[src/rtl/memtest_databus_walker.sv]
// Data-bus walking-bit tester: writes a walking one/zero to a fixed address,
// reads it back and compares per bit, capturing the first failure.
module memtest_databus_walker #(
    parameter int unsigned DATUM_WIDTH    = 8,
    parameter int unsigned ADDR_WIDTH     = 16,
    parameter int unsigned TIMEOUT_CYCLES = 255
) (
    input  logic                           i_clk,
    input  logic                           i_rst,
    input  logic                           i_start,
    input  logic                           i_mode,
    input  logic [ADDR_WIDTH-1:0]          i_test_address,
    output logic [ADDR_WIDTH-1:0]          o_mem_addr,
    output logic                           o_mem_wr_valid,
    output logic [DATUM_WIDTH-1:0]         o_mem_wr_data,
    input  logic                           i_mem_wr_ready,
    output logic                           o_mem_rd_req,
    input  logic                           i_mem_rd_valid,
    input  logic [DATUM_WIDTH-1:0]         i_mem_rd_data,
    output logic                           o_busy,
    output logic                           o_done,
    output logic                           o_error,
    output logic                           o_timeout,
    output logic [DATUM_WIDTH-1:0]         o_fail_pattern,
    output logic [DATUM_WIDTH-1:0]         o_fail_data,
    output logic [$clog2(DATUM_WIDTH)-1:0] o_fail_index
);

    localparam int unsigned DW = DATUM_WIDTH;
    localparam int unsigned AW = ADDR_WIDTH;
    localparam int unsigned IW = $clog2(DATUM_WIDTH);
    localparam int unsigned TW = $clog2(TIMEOUT_CYCLES + 1);

    typedef enum logic [2:0] {
        S_IDLE,
        S_WRITE,
        S_RD_REQ,
        S_RD_WAIT,
        S_COMPARE,
        S_ERROR,
        S_DONE
    } state_e;

    state_e          state_q, state_d;
    logic [AW-1:0]   addr_q, addr_d;
    logic [DW-1:0]   pattern_q, pattern_d;
    logic [IW-1:0]   idx_q, idx_d;
    logic [TW-1:0]   tmo_q, tmo_d;
    logic [DW-1:0]   rdata_q, rdata_d;
    logic            wr_valid_q, wr_valid_d;
    logic            rd_req_q, rd_req_d;
    logic            busy_q, busy_d;
    logic            done_q, done_d;
    logic            error_q, error_d;
    logic            timeout_q, timeout_d;
    logic [DW-1:0]   fail_pattern_q, fail_pattern_d;
    logic [DW-1:0]   fail_data_q, fail_data_d;
    logic [IW-1:0]   fail_index_q, fail_index_d;
    logic            fail_now, fail_tmo;

    // Next-state, datapath and registered-output decode
    always_comb begin
        state_d        = state_q;
        addr_d         = addr_q;
        pattern_d      = pattern_q;
        idx_d          = idx_q;
        tmo_d          = tmo_q;
        rdata_d        = rdata_q;
        error_d        = error_q;
        timeout_d      = timeout_q;
        fail_pattern_d = fail_pattern_q;
        fail_data_d    = fail_data_q;
        fail_index_d   = fail_index_q;
        fail_now       = 1'b0;
        fail_tmo       = 1'b0;

        case (state_q)
            S_IDLE: begin
                if (i_start) begin
                    addr_d         = i_test_address;
                    error_d        = 1'b0;
                    timeout_d      = 1'b0;
                    fail_pattern_d = '0;
                    fail_data_d    = '0;
                    fail_index_d   = '0;
                    idx_d          = '0;
                    tmo_d          = '0;
                    pattern_d      = i_mode ? ~DW'(1) : DW'(1);
                    state_d        = S_WRITE;
                end
            end
            S_WRITE: begin
                if (i_mem_wr_ready) begin
                    state_d = S_RD_REQ;
                end else if (tmo_q == TW'(TIMEOUT_CYCLES - 1)) begin
                    fail_now = 1'b1;
                    fail_tmo = 1'b1;
                    state_d  = S_ERROR;
                end else begin
                    tmo_d = tmo_q + TW'(1);
                end
            end
            S_RD_REQ: begin
                tmo_d   = '0;
                state_d = S_RD_WAIT;
            end
            S_RD_WAIT: begin
                if (i_mem_rd_valid) begin
                    rdata_d = i_mem_rd_data;
                    state_d = S_COMPARE;
                end else if (tmo_q == TW'(TIMEOUT_CYCLES - 1)) begin
                    fail_now = 1'b1;
                    fail_tmo = 1'b1;
                    state_d  = S_ERROR;
                end else begin
                    tmo_d = tmo_q + TW'(1);
                end
            end
            S_COMPARE: begin
                if (rdata_q != pattern_q) begin
                    fail_now = 1'b1;
                    state_d  = S_ERROR;
                end else if (idx_q == IW'(DW - 1)) begin
                    state_d = S_DONE;
                end else begin
                    // Rotation keeps a single 1 (or single 0) moving left
                    pattern_d = {pattern_q[DW-2:0], pattern_q[DW-1]};
                    idx_d     = idx_q + IW'(1);
                    tmo_d     = '0;
                    state_d   = S_WRITE;
                end
            end
            S_ERROR: state_d = S_DONE;
            S_DONE:  state_d = S_IDLE;
            default: state_d = S_IDLE;
        endcase

        // Failure info is captured on entry so it is visible during ERROR
        if (fail_now) begin
            error_d        = 1'b1;
            timeout_d      = fail_tmo;
            fail_pattern_d = pattern_q;
            fail_data_d    = fail_tmo ? '0 : rdata_q;
            fail_index_d   = idx_q;
        end

        wr_valid_d = (state_d == S_WRITE);
        rd_req_d   = (state_d == S_RD_REQ);
        busy_d     = (state_d != S_IDLE);
        done_d     = (state_d == S_DONE);
    end

    // State and output registers
    always_ff @(posedge i_clk) begin
        if (i_rst) begin
            state_q        <= S_IDLE;
            addr_q         <= '0;
            pattern_q      <= '0;
            idx_q          <= '0;
            tmo_q          <= '0;
            rdata_q        <= '0;
            wr_valid_q     <= 1'b0;
            rd_req_q       <= 1'b0;
            busy_q         <= 1'b0;
            done_q         <= 1'b0;
            error_q        <= 1'b0;
            timeout_q      <= 1'b0;
            fail_pattern_q <= '0;
            fail_data_q    <= '0;
            fail_index_q   <= '0;
        end else begin
            state_q        <= state_d;
            addr_q         <= addr_d;
            pattern_q      <= pattern_d;
            idx_q          <= idx_d;
            tmo_q          <= tmo_d;
            rdata_q        <= rdata_d;
            wr_valid_q     <= wr_valid_d;
            rd_req_q       <= rd_req_d;
            busy_q         <= busy_d;
            done_q         <= done_d;
            error_q        <= error_d;
            timeout_q      <= timeout_d;
            fail_pattern_q <= fail_pattern_d;
            fail_data_q    <= fail_data_d;
            fail_index_q   <= fail_index_d;
        end
    end

    assign o_mem_addr     = addr_q;
    assign o_mem_wr_valid = wr_valid_q;
    assign o_mem_wr_data  = pattern_q;
    assign o_mem_rd_req   = rd_req_q;
    assign o_busy         = busy_q;
    assign o_done         = done_q;
    assign o_error        = error_q;
    assign o_timeout      = timeout_q;
    assign o_fail_pattern = fail_pattern_q;
    assign o_fail_data    = fail_data_q;
    assign o_fail_index   = fail_index_q;

endmodule

[config.mk]
export PLATFORM = sky130hd
export DESIGN_NAME = memtest_databus_walker
export DESIGN_NICKNAME = d
export VERILOG_FILES = /design/src/rtl/memtest_databus_walker.sv
export SDC_FILE = /design/constraint.sdc
export NUM_CORES = 1
export LEC_CHECK = 0
export CELL_PAD_IN_SITES_DETAIL_PLACEMENT = 0
export CELL_PAD_IN_SITES_GLOBAL_PLACEMENT = 2
export CORE_ASPECT_RATIO = 1.1
export CORE_UTILIZATION = 26
export CTS_CLUSTER_DIAMETER = 100
export CTS_CLUSTER_SIZE = 30
export DETAILED_ROUTE_END_ITERATION = 7
export PLACE_DENSITY_LB_ADDON = 0.1
export SLEW_MARGIN = 10
export SYNTH_ARGS = -nofsm -noshare
export SYNTH_HDL_FRONTEND = slang
export SYNTH_SLANG_ARGS = --single-unit
[constraint.sdc]
create_clock -name i_clk -period 1.75 [get_ports i_clk]
set_input_delay 0.4375 -clock i_clk [delete_from_list [all_inputs] [get_ports i_clk]]
set_output_delay 0.4375 -clock i_clk [all_outputs]
set_load 0.02 [all_outputs]
==> impl_metrics.csv, run 1 <==
group,metric,value,unit
sta,finalClockSkew,5.57,ps
sta,max_freq,577,MHz
sta,setup_ws,18.4,ps
yosys,postSynthCellCount,380,
yosys,synth-seq-cells,71,
setup_path,cp_top_family,"buffers and inverters",
clocking,clockRootBuffer,"clkbuf_16",
clocking,h-tree-depth,3,
min_path,hp-class,"flop to flop",
min_path,whs_path_depth,2,
place,dp_cells,643,
place,io_buffers,78,
drt,drc,0,
min_path,hp-start,"o_mem_addr[0]",
place,place_hpwl,7.31,mm
setup_path,crit_fanout,2,
yosys,synth.distinct_cells,58,
clocking,cts_tree,"built",
sta,rsz0062_at_grt,"yes",
final_layout,num_antenna_cells,0,
job,cap_violations,0,
place,dpl_worst_slack,-455,ps
yosys,synthTopCellsByArea,"dfxtp_1, nand2_1, a21oi_1, nand4_1, a221oi_1",
min_path,min_to,"o_mem_addr[0]",
die,die_x,108,um
sta,finalMaxSlewViolations,0,
final_layout,nNetsFinal,542,
setup_path,cp_slowest_stage_delay,610,ps
drt,wl_met2,4.57,mm
sta,finalHoldViolCount,0,
power,p_leak,2.13,nW
drt,wl_met3,428,um
yosys,synth_top_area_share,44.5,%
run_status,status,"completed",
place,dpl-instance-area,4540,sq um
clocking,clock_path_buffers,2,
yosys,synthArstFlopShare,0,%
grt,antenna_found_initial,0,
final_layout,synthToLayoutAreaGrowth,60.5,%
drt,drtPass1Iterations,4,
yosys,syn_nets,414,
grt,overflow,0,
final_layout,finalNonFillerCells,667,
die,initial_core_util,26.6,%
clocking,clock_latency,340,ps
yosys,synth_ff_type,"dfxtp_1",
setup_path,cp_slowest_cell,"clkdlybuf4s50_1",
setup_path,regToRegSetupSlack,40,ps
setup_path,start_kind,"flop",
setup_path,end_kind,"output port",
die,fp.dieH,118,um
grt,grt_max_degree,29,
setup_path,critPathBufInv,1,
drt,wl,10.2,mm
sta,worstMarginPinSlew,464,ps
yosys,syn_avg_cell_area,8.40,sq um
drt,wl_met1,5.00,mm
power,peakVddDrop,505,uV
setup_path,regToRegEndpoint,"tmo_q[1]",
clocking,cts_made_buffers,9,
grt,first_global_vias,2900,
final_layout,drive_gt1_share,25.3,%
die,coreArea,12000,sq um
sta,period_needed,1730,ps
clocking,cts_sinks,71,
die,ioPinCount,79,
power,cellPowerDensity,909,nW/um^2
setup_path,path_class,"flop to output port",
clocking,clkSlewWorstSetupHoldPaths,60,ps
setup_path,r2r_cells,5,
yosys,synth_edf_count,0,
drt,ant_nets,0,
setup_path,cp.arrival,1290,ps
drt,wl_per_cell,15.3,um
grt,track_usage,16.3,%
yosys,yosysTopAreaCell,"dfxtp_1",
sta,setup_viol,0,
yosys,yosysWarnings,0,
final_layout,fin_area,5120,sq um
drt,drt-vias-per-instance,4.73,
setup_path,cp.required,1310,ps
drt,drt_iter0_markers,153,
sta,fin_hold_ws,451,ps
setup_path,rr_startpoint,"idx_q[0]",
setup_path,cp_cell_sequence,"clkdlybuf4s50_1",
drt,vias,3158,
grt,grt_pass1_wl,15.7,mm
sta,max_slew_margin,69.0,%
yosys,ys_seq_area_share,44.5,%
place,gp_congestion,0.804,
sta,timing.final.crit_share,98.9,%
die,rows,42,
yosys,synth_common_cells,"dfxtp_1, nand2_1, a21oi_1",
drt,topRoutingLayerUsed,"met4",
die,dieArea,12700,sq um
yosys,syn_area,3190,sq um
-- placed cells by master (no fill, tap or decap), types with 9 or more instances in the layout --
| master | n |
|---|---|
| dlymetal6s2s_1 | 14 |
| o21ai_1 | 10 |
| clkdlybuf4s50_1 | 47 |
| inv_1 | 11 |
| clkbuf_16 | 9 |
| nand4_1 | 24 |
| a21oi_1 | 50 |
| nand2_1 | 71 |
| dfxtp_2 | 9 |
| nor2_1 | 13 |
| dfxtp_1 | 59 |
| dlygate4sd2_1 | 16 |
| buf_4 | 60 |
-- layout make-up --
class,instances,area (sq um)
Sequential cell,71,1440
Clock buffer,13,260
Fill cell,1242,6860
Tap cell,154,193
Clock inverter,3,65.1
Timing Repair Buffer,145,1350
Inverter,11,41.3
Multi-Input combinational cell,270,1770
-- timing repair --
item / CTS / global route
pin swaps: 6 / 14
gates cloned: 0 / 1
setup buffers: 6 / 1
hold buffers: 0 / 0
setup endpoints to repair: 19 / 50
resized for setup: 26 / 49
-- layer usage --
metal | GRT usage (%) | up-vias
li1 | - | 1617
met1 | 22.8 | 1466
met2 | 23.7 | 65
met3 | 3.03 | 10
met4 | 7.96 | 0
met5 | 0 | -
-- cells by family (layout without fill, tap and decap cells) --
logic type,after synthesis,count (layout),synth area share (%)
simple gates,151,151,24.2
compound gates,103,103,20.5
flops,71,71,44.5
fa+ha+maj,4,4,1.57
xor+xnor,8,8,2.20
mux,4,4,1.57
buf+inv,39,172,5.37
-- worst register-to-register path: stages (launching register included) --
cell	delay, ps
dfxtp_4	350
ha_4	160
ha_4	170
a211o_1	360
a211oi_4	230
mux2_4	320
-- metrics by stage --
step	total power, W	utilization (%)	setup TNS (ps)
floorplan	0.00218	-	-26.8
global placement	0.00263	37.9	-11960
detailed placement	0.00263	37.9	-12920
CTS	0.00467	41.1	-0.234
global route	0.00485	42.8	-24.1
finish	0.00466	42.8	0
-- sequential cells by signal, summed over array words and instances, names as in the netlist --
name and flops:
o_mem_addr 16, o_fail_data 8, o_fail_pattern 8, o_mem_wr_data 8, rdata_q 8, tmo_q 8, idx_q 3, o_fail_index 3
state_q 3, o_busy 1, o_done 1, o_error 1, o_mem_rd_req 1, o_mem_wr_valid 1, o_timeout 1
-- where the power goes --
| group | switching, W | internal, W | leakage [nW] |
|---|---|---|---|
| sequential | 0.0000485 | 0.00168 | 0.584 |
| combinational | 0.000463 | 0.000447 | 1.39 |
| clock | 0.000688 | 0.00132 | 0.160 |
| total | 0.00120 | 0.00346 | 2.13 |
-- worst max path at each step --
| stage | cells after the start | endpoint | startpoint | slack (ps) |
|---|---|---|---|---|
| after floorplan | 6 | tmo_q[1] | idx_q[0] | -30 |
| after global placement | 7 | tmo_q[4] | i_start | -420 |
| after detailed placement | 7 | tmo_q[3] | i_start | -450 |
| after CTS | 5 | tmo_q[1] | idx_q[0] | -0.2 |
| after global routing | 8 | o_fail_pattern[6] | tmo_q[0] | -20 |
| final | 1 | o_fail_pattern[4] | o_fail_pattern[4] | 20 |
Note: power is estimated with default switching activity, not from simulation.
==> run 2: changes to the inputs <==
Settings changed: ABC_AREA set to 1, CORE_UTILIZATION 26 to 25, SLEW_MARGIN 10 to not set.
==> impl_metrics.csv, run 2 <==
group,metric,value,unit
setup_path,crit_start,"o_mem_addr[0]",
final_layout,seq_area,1430,sq um
clocking,clockRootBuffer,"clkbuf_16",
power,total_power,0.00476,W
setup_path,critPathBufInv,1,
yosys,yosysWarnings,0,
yosys,syn_avg_cell_area,7.61,sq um
drt,drtPass1Iterations,4,
sta,finalClockSkew,5.42,ps
die,ioPinCount,79,
sta,rsz0062_at_grt,"no",
final_layout,final_common_cell,"nand2_1",
die,coreArea,12800,sq um
yosys,synth_top_area_share,42.9,%
setup_path,crit_fanout,2,
min_path,hp-class,"flop to flop",
yosys,synth_common_cells,"nand2_1, dfxtp_1, a21oi_1",
final_layout,multiInputGateArea,1530,sq um
setup_path,r2r_cells,9,
clocking,cts_hold_buf,0,
final_layout,nNetsFinal,571,
yosys,synth.most_common_cell,"nand2_1",
grt,grt_max_degree,31,
yosys,synth-seq-cells,71,
drt,vias,3159,
drt,ant_nets,0,
drt,wl,9.88,mm
power,cellPowerDensity,994,nW/um^2
setup_path,cp_slowest_cell,"clkdlybuf4s50_1",
yosys,synthArstFlopShare,0,%
job,cap_violations,0,
clocking,cts_made_buffers,9,
clocking,clkSlewWorstSetupHoldPaths,60,ps
setup_path,regToRegSetupSlack,180,ps
grt,antenna_found_initial,0,
place,io_buffers,78,
sta,finalMaxSlewViolations,0,
drt,drc,0,
die,die_x,112,um
drt,drt-vias-per-instance,4.52,
yosys,synth.distinct_cells,29,
sta,period_needed,1710,ps
sta,setup_viol,0,
run_status,status,"completed",
sta,timing.final.crit_share,97.9,%
setup_path,cp.arrival,1280,ps
yosys,yosysTopAreaCell,"dfxtp_1",
clocking,clock_latency,340,ps
setup_path,regToRegEndpoint,"o_busy",
sta,max_slew_margin,80.1,%
setup_path,start_kind,"flop",
final_layout,nFillCells,1388,
power,p_leak,2.35,nW
setup_path,crit_cells,1,
yosys,synth_ff_type,"dfxtp_1",
setup_path,cp_slowest_stage_delay,600,ps
yosys,synthTopCellsByArea,"dfxtp_1, a21oi_1, nand2_1, nand4_1, inv_1",
sta,fin_hold_ws,441,ps
final_layout,drive_gt1_share,16.2,%
clocking,h-tree-depth,3,
place,dp_cells,683,
die,initial_core_util,26.0,%
setup_path,crit_end,"o_mem_addr[0]",
sta,finalHoldViolCount,0,
final_layout,synthToLayoutAreaGrowth,44.3,%
yosys,syn_area,3320,sq um
drt,drt_iter0_markers,98,
grt,overflow,0,
setup_path,cp_cell_sequence,"clkdlybuf4s50_1",
die,rows,43,
grt,grt_pass1_wl,15.8,mm
setup_path,end_kind,"output port",
grt,first_global_vias,3139,
sta,worstMarginPinSlew,299,ps
setup_path,rr_startpoint,"rdata_q[3]",
die,fp.dieH,123,um
drt,wl_per_cell,14.1,um
yosys,syn_nets,470,
place,gp_congestion,0.750,
yosys,ys_seq_area_share,42.9,%
yosys,postSynthCellCount,436,
sta,max_freq,584,MHz
final_layout,largest_reg_flops,16,
yosys,synth_edf_count,0,
grt,track_usage,15.2,%
die,dieArea,13700,sq um
final_layout,most-common-layout-cells,"nand2_1, dfxtp_1, a21oi_1",
final_layout,num_antenna_cells,0,
clocking,clock_path_buffers,2,
setup_path,cp.required,1310,ps
clocking,cts_sinks,71,
clocking,cts_tree,"built",
place,place_hpwl,7.17,mm
power,peakVddDrop,363,uV
final_layout,finalNonFillerCells,699,
setup_path,path_class,"flop to output port",
setup_path,cp_top_family,"buffers and inverters",
run 2: cell count changes in the layout (fill, tap and decap cells not counted), moves of 10 or more:
cell     previous run  this run
nand3_1             5        26
buf_4              60        34
inv_1              11        46
o21ai_1            10         0
a21oi_1            50        63
o21ai_0             6        32
run 2: worst min path at each step:
stage	start	slack, ps	cells after the start	end
3_5_place_dp	o_mem_addr[5]	440	2	o_mem_addr[5]
2_1_floorplan	rdata_q[7]	450	2	rdata_q[7]
5_1_grt	o_mem_addr[11]	460	2	o_mem_addr[11]
4_1_cts	o_mem_addr[2]	450	2	o_mem_addr[2]
3_3_place_gp	o_mem_addr[12]	430	2	o_mem_addr[12]
6_report	o_mem_addr[8]	440	2	o_mem_addr[8]
run 2: cells by family (layout without fill, tap and decap cells):
logic type | count (synthesis) | in the layout | synth area share [%]
adders and majority gates | 4 | 4 | 1.51
and+or+nand+nor | 179 | 179 | 27.3
AOI/OAI and AO/OA | 97 | 97 | 14.7
xor gates and xnor gates | 9 | 9 | 2.38
buffers and inverters | 76 | 182 | 11.2
DFF | 71 | 71 | 42.9
run 2: repair_timing:
action                                  4_1_cts  5_1_grt
setup buffers                                 0        0
endpoints found under the hold margin         0        0
resized for setup                            18       29
endpoints found under the setup margin       18       41
run 2: metrics by stage:
stage	utilization, %	setup slack, ps	TNS [ps]	cell area (sq um)
after global routing	37.5	1.10	0	4790
after CTS	37.0	0.0674	0	4720
after floorplan	-	209	0	3320
after detailed placement	34.6	-203	-5660	4420
final	37.5	36.9	0	4790
after global placement	34.6	-151	-4390	4420
run 2: final cells by class:
type / count / area share [%]
timing repair buffer: 115 / 23.4
clock buffer: 10 / 4.99
clock inverter: 6 / 1.75
multi-input combinational: 289 / 31.9
tap: 157 / 4.10
sequential: 71 / 29.8
inverter: 51 / 4.05
run 2: where the power goes:
| part | internal, W | switching, W |
|---|---|---|
| registers | 0.00172 | 0.0000819 |
| clock network | 0.00128 | 0.000727 |
| logic | 0.000394 | 0.000550 |
run 2: metal layers:
metal / track usage, % / vias up / wire, um / part of all wire [%]
met5: 0 / - / 0 / 0
met4: 5.32 / 0 / 131 / 1.3
met3: 5.28 / 14 / 608 / 6.2
met2: 24.9 / 63 / 4630 / 47
li1: - / 1646 / - / -
met1: 18.6 / 1436 / 4510 / 46
==> run 3: changes to the inputs <==
--- a/constraint.sdc
+++ b/constraint.sdc
@@ -3,2 +3,2 @@
 set_output_delay 0.4375 -clock i_clk [all_outputs]
-set_load 0.02 [all_outputs]
+set_load 0.05 [all_outputs]
==> impl_metrics.csv, run 3 (synthesized netlist as in run 2, its figures left out) <==
group,metric,value,unit
drt,wl,10.0,mm
setup_path,crit_fanout,3,
die,rows,43,
place,dpl-instance-area,4390,sq um
run_status,violations,"design-rule violations",
setup_path,start_kind,"input port",
sta,finalSetupTns,0,ps
final_layout,final_util,36.7,%
drt,vias,3194,
grt,grt_pass1_wl,15.4,mm
drt,wl_per_cell,14.3,um
clocking,clock_path_buffers,2,
setup_path,rr_startpoint,"o_mem_wr_data[4]",
sta,worstMarginPinSlew,544,ps
sta,timing.final.crit_share,91.5,%
setup_path,crit_top_cell,"nor2_2",
sta,finalMaxSlewViolations,0,
job,cap_violations,0,
setup_path,cp_slowest_cell,"clkdlybuf4s50_1",
final_layout,nNetsFinal,570,
drt,drc,1,
grt,overflow,0,
drt,drtPass1Iterations,6,
setup_path,crit_start,"i_mem_rd_valid",
setup_path,path_class,"input port to flop",
sta,fin_hold_ws,442,ps
min_path,hp-start,"o_mem_addr[6]",
grt,track_usage,15.0,%
die,ioPinCount,79,
clocking,clkSlewWorstSetupHoldPaths,60,ps
grt,antenna_found_initial,0,
power,cellPowerDensity,1010,nW/um^2
sta,max_slew_margin,63.7,%
place,place_hpwl,7.08,mm
sta,rsz0062_at_grt,"yes",
final_layout,final_common_cell,"buf_4",
min_path,hp-class,"flop to flop",
die,dieArea,13700,sq um
drt,ant_nets,0,
power,peakVddDrop,483,uV
grt,first_global_vias,3018,
clocking,cts_made_buffers,9,
setup_path,cp_slowest_stage_delay,530,ps
setup_path,end_kind,"flop",
sta,setup_viol,0,
sta,finalHoldViolCount,0,
sta,max_freq,625,MHz
place,io_buffers,78,
clocking,cts_sinks,71,
clocking,cts_setup_buffers,0,
drt,drt-vias-per-instance,4.58,
final_layout,synthToLayoutAreaGrowth,40.9,%
final_layout,fin_area,4670,sq um
die,fp.dieH,123,um
die,coreArea,12800,sq um
setup_path,cp.required,1980,ps
drt,drt_iter0_markers,122,
grt,grt_max_degree,54,
sta,finalClockSkew,3.68,ps
place,gp_congestion,0.752,
final_layout,largest_reg_flops,16,
power,total_power,0.00473,W
final_layout,most-common-layout-cells,"buf_4, nand2_1, dfxtp_1",
clocking,h-tree-depth,3,
final_layout,drive_gt1_share,25.0,%
clocking,clock_latency,340,ps
power,p_leak,1.99,nW
die,die_x,112,um
die,initial_core_util,26.0,%
final_layout,num_antenna_cells,0,
setup_path,cp.arrival,1830,ps
run_status,status,"complete, but fails checks",
setup_path,cp_cell_sequence,"clkdlybuf4s50_1 -> nor2_2 -> nor2_2 -> buf_4 -> inv_1 -> nor2_1 -> nand3_1 -> o21ai_0 -> nand2_1",
clocking,clockRootBuffer,"clkbuf_16",
sta,period_needed,1600,ps
clocking,cts_tree,"built",
==> run 3: cell types whose count changed in the layout (fill, tap and decap cells not counted), sizes merged, moves of 3 or more <==
| cell | change |
|---|---|
| clkdlybuf4s50 | -9 |
| clkbuf | +3 |
| dlygate4sd2 | -18 |
| dlymetal6s2s | -22 |
| buf | +48 |
==> run 3: where the power goes <==
group,internal [W],total [W],switching (W),leakage [nW]
Clock,0.00103,0.00174,0.000707,0.136
Combinational,0.000432,0.00119,0.000757,1.27
Sequential,0.00173,0.00180,0.0000729,0.581
Total,0.00319,0.00473,0.00154,1.99
==> run 3: metrics by stage <==
step / worst slack [ps] / cells
6_report: 149 / 698
5_1_grt: -7.34 / 698
4_1_cts: 103 / 698
3_5_place_dp: -195 / 682
3_3_place_gp: -174 / 682
2_1_floorplan: 3.42 / 436
==> run 3: what timing repair did <==
action                                  CTS  global route
hold buffers                              0             0
endpoints found under the setup margin    0            12
gates resized for setup                   0             2
==> run 3: per-layer routing <==
metal / track usage [%] / vias up / share of wire, %
met5: 0 / - / 0
met4: 7.85 / 0 / 1.9
met3: 3.80 / 10 / 4.5
met2: 24.7 / 61 / 47
met1: 18.0 / 1477 / 47
li1: - / 1646 / -
==> run 3: layout make-up <==
cell class | instances | area [sq um]
clock inverters | 3 | 17.5
repair buffers | 114 | 1050
clock buffers | 13 | 260
fillers | 1380 | 8080
inverters | 51 | 194
multi-input cells | 289 | 1520
well taps | 157 | 196
flip-flops and latches | 71 | 1430
==> run 3: worst paths after layout <==
check             cells after the start             to  slack [ps]
setup / recovery                      9         o_busy         150
setup reg to reg                     11       idx_q[1]         160
hold / removal                        2  o_mem_addr[6]         440
hold reg to reg                       2  o_mem_addr[6]         440
==> run 3: worst max-delay path, delay by kind of cell <==
family	cells	cell delay [ps]
simple gates	5	530
buf+inv	3	690
compound gates	1	150
==> patch 1: new RTL, config.mk and constraints of run 3 <==
The 7 states of `state_e` get a one-hot encoding in 7 bits.
--- a/src/rtl/memtest_databus_walker.sv
+++ b/src/rtl/memtest_databus_walker.sv
@@ -31,14 +31,14 @@
     localparam int unsigned IW = $clog2(DATUM_WIDTH);
     localparam int unsigned TW = $clog2(TIMEOUT_CYCLES + 1);
 
-    typedef enum logic [2:0] {
-        S_IDLE,
-        S_WRITE,
-        S_RD_REQ,
-        S_RD_WAIT,
-        S_COMPARE,
-        S_ERROR,
-        S_DONE
+    typedef enum logic [6:0] {
+        S_IDLE    = 7'b0000001,
+        S_WRITE   = 7'b0000010,
+        S_RD_REQ  = 7'b0000100,
+        S_RD_WAIT = 7'b0001000,
+        S_COMPARE = 7'b0010000,
+        S_ERROR   = 7'b0100000,
+        S_DONE    = 7'b1000000
     } state_e;
 
     state_e          state_q, state_d;
Formal check against the unedited RTL: no difference found for any inputs over 10 cycles, from zero or initial values and one cycle with i_rst high; not proved beyond that.
==> patch 1 against run 3 <==
Combinational power is 22% lower. Critical path depth stayed put. Die area is 2.6% higher. Clock skew is 0.0074 ns higher. Clock power is 11% higher. Sequential cell count is 4 higher. Power is 0.72% lower. Global-route usage is 0.32 points higher. First-iteration DRC count is 30% higher. Synthesized cell count is 4.8% higher. Critical path type is now flip-flop to flip-flop. Synthesized area is 2.6% higher. Design area is 3.9% higher. Setup slack better by 0.034 ns. Wire length is 3.0% higher.
==> patch 1: results (changes against run 3) <==
[setup_path]
kind_of_cell_adding_the_most_delay_to_the_critical_path=simple AND/OR/NAND/NOR gates
worstReg2RegStart=tmo_q[0]$_SDFFE_PP0P_
setup.worst_path.end=tmo_q[5]$_SDFFE_PP0P_
critical-path-slowest-cell=sky130_fd_sc_hd__dfxtp_2
crit_fanout=8  ; +5
critical-path-max-stage-delay_ns=0.35  ; -0.18 ns
start_kind=flip-flop
reg2reg_depth=9  ; -2

[route]
drt_pass1_iterations=4  ; -2
via_count=3207  ; +0.41%
met2RoutedLength_microns=4536  ; -3.4%
routed-wl-met3_microns=488  ; +8.2%
dr.max_layer_used=met4
drt_wl_total_microns=10320  ; +3.0%
drt_iter0_drc=158  ; +30%
m1_wl_microns=5104  ; +9.2%

[timing]
final_setup_violation_count=0  ; unchanged
worst_clock_skew_ns=0.01111  ; +0.007430 ns
finalWorstSetupSlack_ns=0.1838  ; +0.03441 ns
worst_slew_margin_rel=0.7315  ; +0.09435
fin_worst_hold_slack_ns=0.4905  ; +0.04827 ns

[global_route]
first_pass_grt_wire_length_microns=16720  ; +8.4%
grt.met1_usage=0.2080  ; +0.02833
groute.usage.overall=0.1528  ; +0.003193
grt_max_degree=31  ; -43%
grt.overflow.total=0  ; unchanged
grt.met2_usage=0.2328  ; -0.01451
global_route.usage.met3=0.03260  ; -0.005421
initial_antenna_violation_count=0  ; unchanged
first_global_vias=3082  ; +2.1%

[yosys]
postSynthCellCount=457  ; +4.8%
synth.distinct_cells=28  ; -3.4%
synth_nets=491  ; +4.5%
synth.area.top_cells=sky130_fd_sc_hd__dfxtp_1, sky130_fd_sc_hd__nor2_1, sky130_fd_sc_hd__nand2_1
synth.cells.most_frequent=sky130_fd_sc_hd__nor2_1, sky130_fd_sc_hd__dfxtp_1, sky130_fd_sc_hd__nand2_1, sky130_fd_sc_hd__a21oi_1
synth_sequential_area_ratio=0.4410  ; +0.01250

[cts]
cts_repair_resize_count=0  ; unchanged
tritoncts.num_buffers=9  ; unchanged
postCtsSetupBuffers=0  ; unchanged
clockBufferDepth=2  ; unchanged

[final_layout]
drive_above_1_share=0.2361  ; -0.01340
final.fill_count=1408  ; +2.0%
largest_register_ff_count=16  ; unchanged
layout_nets=588  ; +3.2%
layoutNonFillerInstCount=743  ; +6.4%

[place]
placed_cells_incl_taps=727  ; +6.6%
dpl_cell_area_sq_um=4498  ; +2.4%
gp_congestion=0.7256  ; -3.5%
detailed_placement_wirelength_estimate_microns=7413  ; +4.6%
pre_cts_slack_ns=-0.1640  ; +0.03065 ns

[power_and_ir_drop]
power_leakage_nw=2.056  ; +3.4%
power.ir.vdd_worst_v=0.0006121  ; +27%

[worst_hold_path]
min_path_type=flip-flop to flip-flop
hold_ep=o_fail_data[3]$_SDFFE_PP0P_
min-delay-start=o_fail_data[3]$_SDFFE_PP0P_

[status]
status=finished clean

## patch 1: kinds of logic after synthesis
logic type,share of synthesized area
adders and majority gates,0.01470
DFF,0.4410
xor gates and xnor gates,0.02572
and+or+nand+nor,0.2951
AOI/OAI and AO/OA,0.1419
buffers and inverters,0.08159
## patch 1: area by class of cell
class,instances,area (sq um),share of cell area
clock buffer,11,252.7,0.05205
clock inverter,5,60.06,0.01237
inverter,36,137.6,0.02834
multi-input combinational,323,1665,0.3430
sequential,75,1503,0.3095
tap,184,230.2,0.04741
timing repair buffer,109,1007,0.2074
## patch 1: power by group
part | switching [mW] | internal [mW] | total, mW
registers | 0.0505 | 1.79 | 1.84
logic | 0.578 | 0.345 | 0.923
clock network | 0.745 | 1.19 | 1.93
## patch 1: tightest hold or removal path, stage by stage (launching register included)
cell                      delay, ns
sky130_fd_sc_hd__dfxtp_1       0.31
sky130_fd_sc_hd__nand4_1       0.08
sky130_fd_sc_hd__a21oi_1       0.05
==> patch 2: new RTL, flow settings as in run 3 <==
Without the edit above. Change the parameter `ADDR_WIDTH` from 16 to 17.
--- a/src/rtl/memtest_databus_walker.sv
+++ b/src/rtl/memtest_databus_walker.sv
@@ -2,7 +2,7 @@
 // reads it back and compares per bit, capturing the first failure.
 module memtest_databus_walker #(
     parameter int unsigned DATUM_WIDTH    = 8,
-    parameter int unsigned ADDR_WIDTH     = 16,
+    parameter int unsigned ADDR_WIDTH     = 17,
     parameter int unsigned TIMEOUT_CYCLES = 255
 ) (
     input  logic                           i_clk,
Interface: changed (resized i_test_address and o_mem_addr); port bits go from 79 to 81. The function was not compared with the original's and may differ.
==> patch 2 against run 3 <==
The flow still finishes with violations (DRC). Synthesized area fell by 1.1%. Design area rose by 0.75%. Wire length fell by 0.33%. Power increased by 7.4%. Sequential cell count up 1. Final cell count up 1.0%. Utilization grew 0.43 points. Combinational power up 13%. Setup slack worse by 0.028 ns. Largest cell class unchanged.
==> patch 2: results (changes against run 3) <==
[place]
placed_cells_incl_taps=689  ; +1.0%
detailed_placement_wirelength_estimate_microns=7245  ; +2.3%
pre_cts_slack_ns=-0.09749  ; +0.09710 ns

[power_and_ir_drop]
internal_power_mw=3.413  ; +7.0%
power.ir.vdd_worst_v=0.0003242  ; -33%
power_density_over_the_cells_nw_per_um2=1078  ; +6.6%
power_leakage_nw=2.015  ; +1.3%

[global_route]
grt_max_degree=56  ; +3.7%
grt.met2_usage=0.2676  ; +0.02030
global_route.usage.met3=0.03383  ; -0.004194
first_global_vias=3046  ; +0.93%
first_pass_grt_wire_length_microns=15940  ; +3.3%

[route]
vias_per_cell=4.501  ; -1.6%
drt_drc_violations_left=7  ; +6
drt_wl_total_microns=9980  ; -0.33%

[setup_path]
end_of_the_worst_register_to_register_path=o_timeout$_SDFFE_PP0P_
critical-path-max-stage-delay_ns=0.39  ; -0.14 ns
worstReg2RegStart=tmo_q[1]$_SDFFE_PP0P_
setup_slack_of_the_worst_register_to_register_path_ns=0.12  ; -0.04 ns
crit_fanout=20  ; +17
kind_of_cell_adding_the_most_delay_to_the_critical_path=simple AND/OR/NAND/NOR gates

[worst_hold_path]
hold_ep=o_mem_addr[14]$_SDFFE_PP0P_

[final_layout]
drive_above_1_share=0.2464  ; -0.003188

[yosys]
synth_compound_gate_area_share=0.1407  ; -0.006436
synth.distinct_cells=30  ; +3.4%
synthXorXnorAreaFrac=0.02402  ; +0.0002537
synth_nets=478  ; +1.7%
synth.area.top_cells=sky130_fd_sc_hd__dfxtp_1, sky130_fd_sc_hd__nand2_1, sky130_fd_sc_hd__a21oi_1

[timing]
fin_worst_hold_slack_ns=0.4428  ; +0.0005390 ns
worst_clock_skew_ns=0.007867  ; +0.004186 ns

[status]
status=finished with violations
violations=DRC

[patch 2: final cells by class]
class	count	area (sq um)
clock inverters	6	65.06
well taps	157	196.4
repair buffers	113	1036
flip-flops and latches	72	1449
clock buffers	10	239.0
fillers	1339	7988
multi-input cells	295	1529
inverters	52	195.2
[patch 2: how the worst max path moves through the flow]
stage          cells after the start  slack (ns)                           from                             end
2_1_floorplan                     10       0.007  o_mem_wr_data[4]$_SDFFE_PP0P_   o_mem_wr_data[0]$_SDFFE_PP0P_
3_3_place_gp                       6       -0.10                 i_mem_rd_valid         rdata_q[1]$_SDFFE_PP0P_
3_5_place_dp                       6        -0.1                 i_mem_rd_valid         rdata_q[1]$_SDFFE_PP0P_
4_1_cts                            8        0.11          tmo_q[0]$_SDFFE_PP0P_  o_fail_pattern[3]$_SDFFE_PP0P_
5_1_grt                            8      0.0003          tmo_q[0]$_SDFFE_PP0P_  o_fail_pattern[2]$_SDFFE_PP0P_
6_report                           7        0.12          tmo_q[1]$_SDFFE_PP0P_          o_timeout$_SDFFE_PP0P_
[patch 2: metal layers]
layer,vias up,part of all wire
met5,-,0
met3,12,0.041
met4,0,0.018
li1,1649,-
met2,55,0.49
met1,1457,0.45
[patch 2: worst register-to-register path, stage by stage, from the launching register on]
cell                      delay (ns)
sky130_fd_sc_hd__dfxtp_1        0.39
sky130_fd_sc_hd__ha_1           0.19
sky130_fd_sc_hd__nand3_1        0.09
sky130_fd_sc_hd__nor2_2         0.27
sky130_fd_sc_hd__nand2_2        0.15
sky130_fd_sc_hd__buf_4          0.23
sky130_fd_sc_hd__nand4_1        0.12
sky130_fd_sc_hd__a21oi_1        0.07
[patch 2: repair_timing]
item,in CTS,in global routing
gates resized for setup,0,1
hold buffers,0,0
setup endpoints to repair,0,20
